### src/rtl/vision_apb3_router.sv
// =============================================================================
// vision_apb3_router : APB3 1-to-N address-decoding router with timeout/errors
// Revision 1.0
// =============================================================================
`default_nettype none

module vision_apb3_router #(
  parameter int NUM_SLAVES      = 3,
  parameter int APB3_ADDR_WIDTH = 16,
  parameter int APB3_DATA_WIDTH = 32,
  parameter int SEL_LSB         = 12,
  parameter int TIMEOUT_CYCLES  = 255
) (
  input  logic                                  io_peripheralClk,
  input  logic                                  io_peripheralReset,
  input  logic [APB3_ADDR_WIDTH-1:0]            s_PADDR,
  input  logic                                  s_PSEL,
  input  logic                                  s_PENABLE,
  input  logic                                  s_PWRITE,
  input  logic [APB3_DATA_WIDTH-1:0]            s_PWDATA,
  output logic                                  s_PREADY,
  output logic [APB3_DATA_WIDTH-1:0]            s_PRDATA,
  output logic                                  s_PSLVERROR,
  output logic [APB3_ADDR_WIDTH-1:0]            m_PADDR,
  output logic [NUM_SLAVES-1:0]                 m_PSEL,
  output logic                                  m_PENABLE,
  output logic                                  m_PWRITE,
  output logic [APB3_DATA_WIDTH-1:0]            m_PWDATA,
  input  logic [NUM_SLAVES*APB3_DATA_WIDTH-1:0] m_PRDATA,
  input  logic [NUM_SLAVES-1:0]                 m_PREADY,
  input  logic [NUM_SLAVES-1:0]                 m_PSLVERROR,
  input  logic                                  i_err_clr,
  output logic [15:0]                           o_timeout_cnt,
  output logic [15:0]                           o_decerr_cnt,
  output logic [3:0]                            o_last_err_idx
);

  localparam int DW = APB3_DATA_WIDTH;
  localparam int IW = (NUM_SLAVES > 1) ? $clog2(NUM_SLAVES) : 1;
  localparam int TW = (TIMEOUT_CYCLES > 0) ? $clog2(TIMEOUT_CYCLES + 1) : 1;
  localparam logic [TW-1:0] TLIM = (TIMEOUT_CYCLES > 0) ? TW'(TIMEOUT_CYCLES - 1) : '0;
  localparam bit TMO_EN = (TIMEOUT_CYCLES > 0);
  localparam logic [IW:0] NS = (IW + 1)'(NUM_SLAVES);

  typedef enum logic [2:0] {IDLE, SETUP, ACCESS, RESP, DRAIN} state_t;

  state_t                      state_q, state_d;
  logic [IW-1:0]               idx_q, idx_d;
  logic [TW-1:0]               timer_q, timer_d;
  logic [APB3_ADDR_WIDTH-1:0]  paddr_q, paddr_d;
  logic                        pwrite_q, pwrite_d;
  logic [DW-1:0]               pwdata_q, pwdata_d;
  logic [NUM_SLAVES-1:0]       psel_q, psel_d;
  logic                        penable_q, penable_d;
  logic                        pready_q, pready_d;
  logic [DW-1:0]               prdata_q, prdata_d;
  logic                        pslverr_q, pslverr_d;
  logic [15:0]                 timeout_cnt_q, timeout_cnt_d;
  logic [15:0]                 decerr_cnt_q, decerr_cnt_d;
  logic [3:0]                  last_idx_q, last_idx_d;

  logic [IW-1:0]               w_idx;
  logic                        w_hit;
  logic                        sel_ready, sel_err, tmo_hit, inc_tmo, inc_dec, to_resp;
  logic [DW-1:0]               sel_rdata;

  assign w_idx = s_PADDR[SEL_LSB +: IW];
  assign w_hit = ({1'b0, w_idx} < NS);
  assign tmo_hit = TMO_EN && (timer_q == TLIM);

  // Only the addressed slave's ready/error/data are ever looked at.
  always_comb begin
    sel_ready = 1'b0;
    sel_err   = 1'b0;
    sel_rdata = '0;
    for (int i = 0; i < NUM_SLAVES; i++) begin
      if (idx_q == IW'(i)) begin
        sel_ready = m_PREADY[i];
        sel_err   = m_PSLVERROR[i];
        sel_rdata = m_PRDATA[i*DW +: DW];
      end
    end
  end

  always_comb begin
    state_d       = state_q;
    idx_d         = idx_q;
    timer_d       = timer_q;
    paddr_d       = paddr_q;
    pwrite_d      = pwrite_q;
    pwdata_d      = pwdata_q;
    pready_d      = 1'b0;
    prdata_d      = prdata_q;
    pslverr_d     = pslverr_q;
    timeout_cnt_d = timeout_cnt_q;
    decerr_cnt_d  = decerr_cnt_q;
    last_idx_d    = last_idx_q;
    inc_tmo       = 1'b0;
    inc_dec       = 1'b0;
    to_resp       = (state_q == ACCESS) && s_PSEL;
    psel_d        = '0;
    penable_d     = 1'b0;

    case (state_q)
      IDLE: begin
        if (s_PSEL && !s_PENABLE) begin
          paddr_d  = s_PADDR;
          pwrite_d = s_PWRITE;
          pwdata_d = s_PWDATA;
          idx_d    = w_idx;
          timer_d  = '0;
          if (w_hit) begin
            state_d = SETUP;
          end else begin
            // Decode miss: RESP first idles one cycle before raising ready.
            state_d    = RESP;
            prdata_d   = '0;
            pslverr_d  = 1'b1;
            inc_dec    = 1'b1;
            last_idx_d = 4'(w_idx);
          end
        end
      end
      SETUP: state_d = s_PSEL ? ACCESS : DRAIN;
      ACCESS, DRAIN: begin
        timer_d = timer_q + TW'(1);
        if (sel_ready) begin
          state_d = to_resp ? RESP : IDLE;
          if (to_resp) begin
            pready_d  = 1'b1;
            prdata_d  = (pwrite_q || sel_err) ? '0 : sel_rdata;
            pslverr_d = sel_err;
            if (sel_err) last_idx_d = 4'(idx_q);
          end
        end else if (tmo_hit) begin
          state_d    = to_resp ? RESP : IDLE;
          inc_tmo    = 1'b1;
          last_idx_d = 4'(idx_q);
          if (to_resp) begin
            pready_d  = 1'b1;
            prdata_d  = '0;
            pslverr_d = 1'b1;
          end
        end else if (state_q == ACCESS && !s_PSEL) begin
          state_d = DRAIN;
        end
      end
      RESP: begin
        if (pready_q) state_d = IDLE;
        else          pready_d = 1'b1;
      end
      default: state_d = IDLE;
    endcase

    if (i_err_clr) begin
      timeout_cnt_d = '0;
      decerr_cnt_d  = '0;
      last_idx_d    = '0;
    end else begin
      if (inc_tmo && timeout_cnt_q != 16'hFFFF) timeout_cnt_d = timeout_cnt_q + 16'd1;
      if (inc_dec && decerr_cnt_q != 16'hFFFF)  decerr_cnt_d  = decerr_cnt_q + 16'd1;
    end

    // Downstream strobes are registered from the next state so they track it.
    if (state_d inside {SETUP, ACCESS, DRAIN}) begin
      for (int i = 0; i < NUM_SLAVES; i++) psel_d[i] = (idx_d == IW'(i));
    end
    penable_d = (state_d inside {ACCESS, DRAIN});
  end

  always_ff @(posedge io_peripheralClk or posedge io_peripheralReset) begin
    if (io_peripheralReset) begin
      state_q       <= IDLE;
      idx_q         <= '0;
      timer_q       <= '0;
      paddr_q       <= '0;
      pwrite_q      <= 1'b0;
      pwdata_q      <= '0;
      psel_q        <= '0;
      penable_q     <= 1'b0;
      pready_q      <= 1'b0;
      prdata_q      <= '0;
      pslverr_q     <= 1'b0;
      timeout_cnt_q <= '0;
      decerr_cnt_q  <= '0;
      last_idx_q    <= '0;
    end else begin
      state_q       <= state_d;
      idx_q         <= idx_d;
      timer_q       <= timer_d;
      paddr_q       <= paddr_d;
      pwrite_q      <= pwrite_d;
      pwdata_q      <= pwdata_d;
      psel_q        <= psel_d;
      penable_q     <= penable_d;
      pready_q      <= pready_d;
      prdata_q      <= prdata_d;
      pslverr_q     <= pslverr_d;
      timeout_cnt_q <= timeout_cnt_d;
      decerr_cnt_q  <= decerr_cnt_d;
      last_idx_q    <= last_idx_d;
    end
  end

  assign s_PREADY       = pready_q;
  assign s_PRDATA       = prdata_q;
  assign s_PSLVERROR    = pslverr_q;
  assign m_PADDR        = paddr_q;
  assign m_PSEL         = psel_q;
  assign m_PENABLE      = penable_q;
  assign m_PWRITE       = pwrite_q;
  assign m_PWDATA       = pwdata_q;
  assign o_timeout_cnt  = timeout_cnt_q;
  assign o_decerr_cnt   = decerr_cnt_q;
  assign o_last_err_idx = last_idx_q;

endmodule

`default_nettype wire

### config.mk
export PLATFORM = sky130hd
export DESIGN_NAME = vision_apb3_router
export DESIGN_NICKNAME = d
export VERILOG_FILES = /design/src/rtl/vision_apb3_router.sv
export SDC_FILE = /design/constraint.sdc
export NUM_CORES = 1
export LEC_CHECK = 0
export ABC_AREA = 1
export CORE_MARGIN = 5
export CORE_UTILIZATION = 59
export DETAILED_ROUTE_END_ITERATION = 7
export DONT_BUFFER_PORTS = 1
export GPL_TIMING_DRIVEN = 1
export PLACE_DENSITY_LB_ADDON = 0.1
export SLEW_MARGIN = 20
export SYNTH_ARGS = -nofsm -noshare
export SYNTH_HDL_FRONTEND = slang
export SYNTH_SLANG_ARGS = --single-unit
### constraint.sdc
create_clock -name io_peripheralClk -period 7 [get_ports io_peripheralClk]
set_input_delay 0.7 -clock io_peripheralClk [delete_from_list [all_inputs] [get_ports io_peripheralClk]]
set_output_delay 0.7 -clock io_peripheralClk [all_outputs]
set_load 0.1 [all_outputs]
; ---- Yosys cells after proc, flatten, opt, wreduce, memory -nomap -nowiden
; Index checks and enable logic that the tools add are counted.
[totals]
reg_bits = 136
latchBits = 0
ramBits = 0
mem_bits_ro = 0
in_bits = 156
out_inout_bits = 123
memories = 0
[op_classes]
n_addsub = 3
multipliers = 0
div = 0
n_lt_le_gt_ge = 1
n_eq_ne = 23
shift = 0
muxes = 61
n_bitwise = 0
reduce_logical = 22
[ops]
columns = operator, count
row1 = 2-to-1 mux 32 bit, 10
row2 = 2-to-1 mux 16 bit, 4
row3 = case mux 32 bit (2 select lines), 1
row4 = "adder 16 x 1 -> 16 bit, second input constant", 2
row5 = "!= test 16 bit, second input constant", 2
row6 = 2-to-1 mux 4 bit, 7
row7 = 2-to-1 mux 1 bit, 22
row8 = 2-to-1 mux 3 bit, 7
row9 = case mux 8 bit (2 select lines), 1
row10 = "!= test 4 bit, second input constant", 3
row11 = case mux 3 bit (4 select lines), 1
row12 = "== test 3 x 2 -> 1 bit, second input constant", 3
row13 = "!= test 3 bit, second input constant", 3
row14 = "adder 8 x 1 -> 8 bit, second input constant", 1
row15 = "== test 8 bit, second input constant", 1
row16 = 2-to-1 mux 2 bit, 4
row17 = 2-to-1 mux 8 bit, 1
row18 = case mux 4 bit (2 select lines), 1
row19 = nonzero test 2 bit, 4
row20 = "== test 3 x 1 -> 1 bit, second input constant", 2
row21 = "== test 3 bit, second input constant", 2
row22 = "!= test 2 bit, second input constant", 3
row23 = AND reduction 6 bit, 1
row24 = nonzero test 3 bit, 2
row25 = 12 further kinds, 22

; ---- Logic depth before layout (Yosys ltp)
[depth]
depth_word = 9
depth_mapped = 14

; ---- Least setup slack after synthesis
; Ideal clock, no wire load.
[synth_timing]
path_type = register -> register
start = register decerr_cnt_q[1] (netlist: o_decerr_cnt[1])
end = register decerr_cnt_q[9] (netlist: o_decerr_cnt[9])
arrival_ns = 2.338
required_ns = 6.917
slack_ns = 4.579
path_stages_with_launch = 12
path_buffers = 1
period_less_slack_ns = 2.421
cell_sequence = dfrtp_1 > ha_1 > nand2_1 > nor2_1 > nand3_1 > nand3b_1 > nand2_1 > nand2_1 > inv_1 > buf_2 > nand2_1 > o21ai_0
[synth_between]
elab_chain_len = 3
[synth_rtl]
columns = item, line_no
row1 = from (decl), 59  ; logic [15:0] decerr_cnt_q, decerr_cnt_d;
row2 = from (signal assigned), 200  ; decerr_cnt_q <= decerr_cnt_d;
row3 = adder 16 x 1 -> 16 bit or != test 16 bit (tied branches), 161  ; if (inc_dec && decerr_cnt_q != 16'hFFFF) decerr_cnt_d = decerr_cnt_q + 16'd1;
row4 = 2-to-1 mux 16 bit or logical AND 1 bit (tied branches), 161
row5 = 2-to-1 mux 16 bit or nonzero test 2 bit (tied branches), -
; Parallel ways exist; a longest one is shown, timed or not. The select of a mux whose other input is x is not followed.
; A chain may end at the register's enable or synchronous reset.

; ---- Worst setup path in the final report
[layout_timing]
start = register decerr_cnt_q[0] (netlist: o_decerr_cnt[0])
end = register decerr_cnt_q[15] (netlist: o_decerr_cnt[15])
; Same word-level chain as after synthesis.

==> flow_summary.toml <==
[grt]
grt_pass1_wl_um = 29800
grt_max_degree = 88
grt_pass1_vias = 5744
grtUsageTotal = 0.263
antenna_found_initial = 0
overflow = 0

[final_layout]
final_area_um2 = 7470
drive_gt1_frac = 0.0595
syn2layout_area_growth_pct = 9.48
nets = 1072
diodes = 0

[power]
seqPwrFrac = 0.586
p_clk_frac = 0.229
p_int_uw = 1800
ir_worst_vdd_mv = 0.443
switching_share = 0.568
p_sw_uw = 2370
power_density_nw_per_um2 = 558
p_leak_uw = 0.00380
combPwrFrac = 0.184

[yosys]
async_flop_share = 1.00
synth_top_cell_area_share = 0.491
synth_area_per_cell_um2 = 7.36
synth.most_common_cell = "nand2_1"
synth_seq_cells = 134
yosysSeqAreaShare = 0.491
netlist.top_cell.by_area = "dfrtp_1"
ys_types = 30
synth_edf_count = 0
syn_area_um2 = 6830
synth.area.top_cells = "dfrtp_1 49%, nand2_1 24%, nand3_1 6.5%"
yosysWarningCount = 0
synthFlopType = "dfrtp_1"
synthTopCellsByCount = "431 x nand2_1, 134 x dfrtp_1, 89 x nand3_1"
synth_cells = 927

[clock_tree]
cts_made_buffers = 17
cts_tree = "built"
root_buffer = "clkbuf_16"
clkTransAtPathRegs_ns = 0.06
htree_num_levels = 4
numClockSinks = 134
ctsResizeCount = 0
postCtsHoldBufs = 0
cts_setup_buffers = 0
clockBufferDepth = 2
worstSkewPairLatency_ns = 0.42

[status]
status = "finished, final reports clean"

[placement]
io_buffers = 0
gp_congestion = 0.862
hpwl_um = 13400
place_area_um2 = 6820
pre_cts_slack_ns = 3.58

[setup_path]
r2r_end = "o_decerr_cnt[15]"
end_kind = "flop"
reg2reg_depth = 10
required_ns = 7.33
r2r_start = "o_decerr_cnt[0]"
critPathKind = "reg -> reg"
critPathMaxFanout = 12
rrSetupSlack_ns = 4.02
arrival_ns = 3.31
cp-start-kind = "flop"

[sta]
rsz0062_at_grt = "false"
fin_ws_ns = 4.02
period_minus_slack_ns = 2.98
setup_viol = 0
report.final.slew_viol_count = 0
tightest_slew_ns = 1.07
fmax_mhz = 335
hold_ws_ns = 0.274
timing.final.crit_share = 0.426
max_slew_margin = 0.285
hold_viol_final = 0
setup_tns_ns = 0
fin_skew_ns = 0.00796

[flow_run]
maxCapViolCount = 0

[min_path]
hold_class = "in -> async"

[floorplanning]
fp.dieW_um = 118
ios = 279
die_h_um = 118
start_util = 0.600
core_area_um2 = 11400
rows = 39
fp.dieArea_um2 = 13800

[routing]
first_pass_iters = 5
wire_per_inst_um = 17.1
drc_errors = 0
num_vias = 5986
routed_wl_um = 18200
via_per_inst = 5.60
drt_iter0_markers = 419
antenna_left = 0
## flip-flops by register name (all words and copies together), names as in the netlist, 3 cells and up
| name | cells |
|---|---|
| m_PADDR | 16 |
| state_q | 3 |
| timer_q | 8 |
| s_PRDATA | 32 |
| m_PWDATA | 32 |
| o_decerr_cnt | 16 |
| o_timeout_cnt | 16 |
| m_PSEL | 3 |
## final cells by class
cell class / instances / area (µm²)
inverter: 61 / 234
multi-input combinational: 695 / 3040
clock buffer: 20 / 467
fill: 968 / 3900
clock inverter: 12 / 174
sequential: 134 / 3350
tap: 143 / 179
timing repair buffer: 3 / 22.5
## kinds of logic after synthesis
| family | synth area share |
|---|---|
| XOR/XNOR | 0.0282 |
| AND/OR/NAND/NOR | 0.363 |
| AO/OA/AOI/OAI | 0.0447 |
| flip-flops | 0.491 |
| buffers and inverters | 0.0645 |
| adder cells (fa/ha/maj) | 0.00733 |
| other | 0.000549 |
## stage by stage
step	util	power, µW	cells
6_report	0.657	4170	1068
5_1_grt	0.657	4380	1068
4_1_cts	0.657	4190	1068
3_5_place_dp	0.600	3230	1036
3_3_place_gp	0.600	3190	1036
2_1_floorplan	-	3060	928
## worst max-delay path, cell delays in order (launching register included)
cell and delay (ns):
dfrtp_1 0.97, ha_1 0.34, nand2_1 0.10, nor2_1 0.15, nand3_1 0.15, nand3b_1 0.28
nand2_1 0.10, nand2_1 0.23, inv_1 0.36, nand2_1 0.10, o21ai_0 0.11
## power by group through the flow
stage	Clock [µW]	Sequential, µW	Combinational [µW]
5_1_grt	1010	2470	900
3_5_place_dp	0	2450	775
2_1_floorplan	0	2380	677
6_report	956	2440	768
4_1_cts	970	2450	774
3_3_place_gp	0	2460	735
## placed cells by master (no fill, tap or decap)
master,synthesis,routed
a21o_1,1,1
a21oi_1,4,4
and2_1,2,2
buf_4,6,3
bufinv_16,0,4
clkbuf_16,0,17
clkbuf_8,0,3
clkinv_2,0,3
clkinvlp_4,0,4
conb_1,1,2
dfrtp_1,134,134
ha_1,4,4
inv_1,52,51
inv_2,9,9
inv_6,0,2
nand2_1,431,431
nand2_2,4,4
nand3_1,89,89
nand3_4,0,1
nand3b_1,3,3
nand4_1,4,4
nor2_1,52,52
nor2_2,3,3
nor2_4,2,2
nor3_1,17,17
o21a_1,1,1
o21ai_0,28,28
o21ai_1,22,22
o21bai_1,1,1
o22ai_1,2,2
xnor2_1,1,1
xor2_1,21,21
## routing by layer
layer | wire (µm) | GRT usage
met1 | 7160 | 0.315
met2 | 8850 | 0.432
met3 | 1740 | 0.0995
met4 | 489 | 0.0996
met5 | 0 | 0
## worst max-delay path by stage
stage / start / slack (ns) / endpoint / cells after the start
6_report: o_decerr_cnt[0] / 4.02 / o_decerr_cnt[15] / 10
4_1_cts: state_q[0] / 3.65 / m_PSEL[1] / 11
3_5_place_dp: s_PENABLE / 3.58 / m_PSEL[1] / 9
5_1_grt: o_decerr_cnt[1] / 3.78 / o_decerr_cnt[13] / 10
2_1_floorplan: io_peripheralReset / 2.72 / idx_q[0] / 1
3_3_place_gp: s_PENABLE / 3.71 / m_PSEL[1] / 9
No activity file was read; power rests on OpenSTA's default activity.
